### config.mk
export PLATFORM = sky130hd
export DESIGN_NAME = galois_lfsr_gen
export DESIGN_NICKNAME = d
export VERILOG_FILES = /design/src/rtl/galois_lfsr_gen.sv
export SDC_FILE = /design/constraint.sdc
export NUM_CORES = 1
export LEC_CHECK = 0
export CORE_MARGIN = 5
export CORE_UTILIZATION = 25
export CTS_CLUSTER_DIAMETER = 200
export DETAILED_ROUTE_END_ITERATION = 10
export GPL_TIMING_DRIVEN = 0
export HOLD_SLACK_MARGIN = 0.08
export SKIP_LAST_GASP = 1
export SYNTH_ARGS = -nofsm -noshare
export SYNTH_HDL_FRONTEND = slang
export SYNTH_SLANG_ARGS = --single-unit
### constraint.sdc
create_clock -name clk -period 2.6 [get_ports clk]
set_input_delay 0.39 -clock clk [delete_from_list [all_inputs] [get_ports clk]]
set_output_delay 0.39 -clock clk [all_outputs]
set_load 0.01 [all_outputs]
### src/rtl/galois_lfsr_gen.sv
// Galois LFSR pseudo-random word generator with valid/ready output, output enable,
// zero-seed lockup protection and an accepted-word counter.
module galois_lfsr_gen #(
    parameter int               WIDTH = 32,
    parameter logic [WIDTH-1:0] POLY  = WIDTH'(32'h4002100B),
    parameter logic [WIDTH-1:0] SEED  = WIDTH'(32'h00000001),
    parameter int               STEPS = 1
) (
    input  logic             clk,
    input  logic             clear,
    input  logic             pre,
    input  logic             load,
    input  logic [WIDTH-1:0] seed,
    input  logic             run,
    input  logic             oe,
    input  logic             out_ready,
    output logic             out_valid,
    output logic [WIDTH-1:0] o,
    output logic             lockup,
    output logic [31:0]      word_count
);

    if (WIDTH < 4 || WIDTH > 64) begin : g_bad_width
        $error("galois_lfsr_gen: WIDTH must be in 4..64");
    end
    if (STEPS < 1 || STEPS > WIDTH) begin : g_bad_steps
        $error("galois_lfsr_gen: STEPS must be in 1..WIDTH");
    end
    if (SEED == '0) begin : g_bad_seed
        $error("galois_lfsr_gen: SEED must be nonzero");
    end

    typedef enum logic [1:0] {
        ST_IDLE,
        ST_RUN,
        ST_STALL
    } state_t;

    logic [WIDTH-1:0] r_state;
    logic [WIDTH-1:0] r_d;
    logic             r_v;
    logic             r_lockup;
    logic [31:0]      r_count;
    state_t           r_fsm;

    state_t           w_fsm_nxt;
    logic             w_advance;
    logic             w_v_nxt;
    logic             w_accept;
    logic             w_free;
    logic [WIDTH-1:0] w_adv;
    logic [WIDTH-1:0] w_stage [STEPS+1];

    // Unrolled chain of STEPS single Galois steps, evaluated in one cycle.
    assign w_stage[0] = r_state;
    for (genvar k = 0; k < STEPS; k++) begin : g_step
        assign w_stage[k+1] = {w_stage[k][WIDTH-2:0], 1'b0}
                            ^ (w_stage[k][WIDTH-1] ? POLY : '0);
    end
    assign w_adv = w_stage[STEPS];

    assign w_accept = oe & r_v & out_ready;
    assign w_free   = ~r_v | w_accept;

    always_comb begin
        // NOTE: every signal gets a default first so no path leaves one unassigned (no latch).
        w_fsm_nxt = r_fsm;
        w_advance = 1'b0;
        w_v_nxt   = r_v & ~w_accept;
        case (r_fsm)
            ST_IDLE: begin
                if (run && w_free) begin
                    w_advance = 1'b1;
                    w_fsm_nxt = ST_RUN;
                end
            end
            ST_RUN: begin
                if (run && w_free) begin
                    w_advance = 1'b1;
                end else if (run) begin
                    w_fsm_nxt = ST_STALL;
                end else begin
                    w_fsm_nxt = ST_IDLE;
                end
            end
            ST_STALL: begin
                if (w_accept && run) begin
                    w_advance = 1'b1;
                    w_fsm_nxt = ST_RUN;
                end else if (w_accept) begin
                    w_fsm_nxt = ST_IDLE;
                end
            end
            default: begin
                w_fsm_nxt = ST_IDLE;
            end
        endcase
        if (w_advance) begin
            w_v_nxt = 1'b1;
        end
    end

    always_ff @(posedge clk) begin
        if (clear) begin
            r_state  <= SEED;
            r_d      <= '0;
            r_v      <= 1'b0;
            r_lockup <= 1'b0;
            r_count  <= '0;
            r_fsm    <= ST_IDLE;
        end else if (pre) begin
            r_state <= '1;
            r_d     <= '0;
            r_v     <= 1'b0;
            r_fsm   <= ST_IDLE;
        end else if (load) begin
            // A zero seed would lock the LFSR at zero forever; substitute SEED and flag it.
            if (seed == '0) begin
                r_state  <= SEED;
                r_lockup <= 1'b1;
            end else begin
                r_state <= seed;
            end
            r_d   <= '0;
            r_v   <= 1'b0;
            r_fsm <= ST_IDLE;
        end else begin
            if (w_advance) begin
                r_state <= w_adv;
                r_d     <= w_adv;
            end
            r_v   <= w_v_nxt;
            r_fsm <= w_fsm_nxt;
            if (w_accept) begin
                r_count <= r_count + 32'd1;
            end
        end
    end

    assign out_valid  = r_v & oe;
    assign o          = oe ? r_d : '0;
    assign lockup     = r_lockup;
    assign word_count = r_count;

endmodule

==> flow_metrics.env <==
export IMPL_first_pass_iters=5
export IMPL_core_rowCount=49
export IMPL_seq_area_frac_synth=0.4388
export IMPL_r2r_start="word_count[0]$_SDFFE_PP0P_"
export IMPL_dieWidth_um=145.1
export IMPL_final_cell_mix="clkdlybuf4s50_1, dfxtp_1, nand2_1, nor2_1, a21oi_1"
export IMPL_place_inst=888
export IMPL_cts_sinks=100
export IMPL_cts_tree="yes"
export IMPL_maxCapViolations=0
export IMPL_syn_num_nets=597
export IMPL_port_buffers=102
export IMPL_instances_no_fill=904
export IMPL_period_minus_slack_ns=2.396
export IMPL_hold_depth=2
export IMPL_core_area_um2=17960
export IMPL_hold_path_class="reg -> reg"
export IMPL_multiInputGateArea_um2=2356
export IMPL_hold_start="r_d[0]$_SDFFE_PP0P_"
export IMPL_drcViolationCount=0
export IMPL_die_h_um=145.1
export IMPL_ys_ff_latch=100
export IMPL_cts_hold_fix_buffers=0
export IMPL_finalHoldViolations=0
export IMPL_htreeDepth=3
export IMPL_clkLatencyLatePin_ns=0.35
export IMPL_p_per_area_nw_per_um2=522.4
export IMPL_crit_path_start="load"
export IMPL_synth_area_leaders="dfxtp_1, nand2_1, a21oi_1, a311oi_1, and2_1"
export IMPL_dieArea_um2=21050
export IMPL_hpwl_um=10670
export IMPL_path_clk_slew_ns=0.07
export IMPL_drive_above_1_share=0.05630
export IMPL_grt_ovfl_total=0
export IMPL_crit_type="in -> reg"
export IMPL_layout_area_seq_um2=2002
export IMPL_routabilityCongestion=0.7913
export IMPL_yosysTopAreaCell="dfxtp_1"
export IMPL_synthToLayoutAreaGrowth_pct=35.08
export IMPL_cp_start_kind="input pin"
export IMPL_drtIter0Drc=232
export IMPL_ant_nets=0
export IMPL_nets=710
export IMPL_synth_edf_count=0
export IMPL_cts_made_buffers=9
export IMPL_worst_pin_slew_ns=0.7970
export IMPL_clockBufferDepth=2
export IMPL_design_portCount=105
export IMPL_synth_flop_cell="dfxtp_1"
export IMPL_vias_per_cell=4.952
export IMPL_critPathCaptureType="flop"
export IMPL_holdPathEnd="r_d[0]$_SDFFE_PP0P_"
export IMPL_final_max_slew_viol_count=0
export IMPL_place_ws_ns=-0.1346
export IMPL_antenna_found_initial=0
export IMPL_r2r_end="word_count[24]$_SDFFE_PP0P_"
export IMPL_status="complete, no violations"
export IMPL_via_count=4477
export IMPL_ir_drop_uv=331.6
export IMPL_cp_max_fo=10
export IMPL_fmax_mhz=417.4
export IMPL_arrival_ns=2.63
export IMPL_grt_max_degree=18
export IMPL_max_slew_margin=0.4664
export IMPL_post_cts_buffers=0
export IMPL_final_common_cell="clkdlybuf4s50_1"
export IMPL_postSynthCellCount=557
export IMPL_grt_util_all_layers=0.1306
export IMPL_grt_pass1_wl_um=22690
export IMPL_root_buffer="clkbuf_16"
export IMPL_synth_top_area_frac=0.4388
export IMPL_diodes=0
export IMPL_syn_area_um2=4562
export IMPL_r2r_slack_ns=0.39
export IMPL_ys_async_sr_fraction=0
export IMPL_leakagePower_nw=2.099
export IMPL_grt_pass1_vias=4182
export IMPL_skew_ns=0.01000
export IMPL_r2r_cells=5
export IMPL_wl_per_cell_um=15.83
export IMPL_yosys_warnings=0
export IMPL_syn_area_per_cell_um2=8.190
export IMPL_n_fill_cell=1888
export IMPL_worst_slack_ns=0.2039
export IMPL_tns_ns=0
export IMPL_cp_required_ns=2.83
export IMPL_ys_types=48
export IMPL_initial_core_util=0.2540
export IMPL_period_share=0.9216
export IMPL_setup_viol=0
export IMPL_rsz0062_at_grt="no"
export IMPL_ctsResizeCount=2
export IMPL_wirelength_um=14310
==> logic make-up (layout without fill, tap and decap cells) <==
logic type	count (synthesis)	in the layout	synth area share
simple gates	280	280	0.3165
compound gates	105	105	0.1528
flops	100	100	0.4388
buf+inv	50	168	0.04471
xor+xnor	12	12	0.02304
mux	9	9	0.02139
fa+ha+maj	1	1	0.002742
==> registers in the layout, indices dropped and copies added, names as in the netlist <==
| signal | flops |
|---|---|
| word_count | 32 |
| r_d | 32 |
| r_fsm | 2 |
| lockup | 1 |
| r_v | 1 |
| r_state | 32 |
==> critical path: stages <==
cell and delay (ns):
clkdlybuf4s50_1 0.63, and4bb_1 0.35, buf_4 0.16, nand3_2 0.15, buf_2 0.24, nor4_2 0.34, mux2_1 0.35
==> worst max path at each step <==
| stage | end | slack, ns | cells after the start |
|---|---|---|---|
| after global routing | word_count[22]$_SDFFE_PP0P_ | 0.13 | 7 |
| final | word_count[22]$_SDFFE_PP0P_ | 0.20 | 7 |
| after CTS | o[25] | 0.02 | 4 |
| after floorplan | word_count[24]$_SDFFE_PP0P_ | 0.63 | 5 |
| after global placement | word_count[22]$_SDFFE_PP0P_ | -0.13 | 7 |
| after detailed placement | word_count[22]$_SDFFE_PP0P_ | -0.13 | 7 |
==> synth_stat cells (all sizes together), types with 2 or more instances <==
library cell  count
nor3b             5
or4              14
a21oi            50
nand3            15
mux2              6
mux2i             3
dfxtp           100
nor3              6
a311oi           28
a211oi            3
inv               9
o31ai            13
nor2             52
and4              5
or3               4
nand4b            3
nand2            96
nand4            12
clkbuf           27
and2             35
buf              14
nor2b             7
xor2             10
xnor2             2
nor4             18
and3              2
o21ai             4
==> final cells by class <==
type	count	share of cell area
clock inverters	6	0.007716
plain buffers	41	0.02822
inverters	9	0.005482
well taps	229	0.04650
flip-flops and latches	100	0.3249
clock buffers	10	0.03878
multi-input cells	407	0.3823
repair buffers	102	0.1661
==> per-stage QoR <==
step | total power [mW] | utilization | instance area (um^2) | hold WS, ns
final | 3.219 | 0.3430 | 6162 | 0.4515
after global routing | 3.363 | 0.3430 | 6162 | 0.4728
after CTS | 3.255 | 0.3428 | 6158 | 0.4549
after detailed placement | 1.949 | 0.3267 | 5869 | 0.4442
after global placement | 1.949 | 0.3267 | 5869 | 0.4374
after floorplan | 1.803 | - | 4562 | 0.4317
==> routing by layer <==
layer	part of all wire	track usage	up-vias	wire, um
met2	0.44	0.1981	169	6242
met4	0.0072	0.02519	0	103
met5	0	0	-	0
met1	0.48	0.1851	2082	6879
met3	0.076	0.03898	8	1084
li1	-	-	2218	-
==> report_power, final <==
group / switching, mW / internal, mW
combinational: 0.181 / 0.127
sequential: 0.0254 / 1.58
clock: 0.617 / 0.686
total: 0.824 / 2.40
Power figures use the tool's default switching activity.
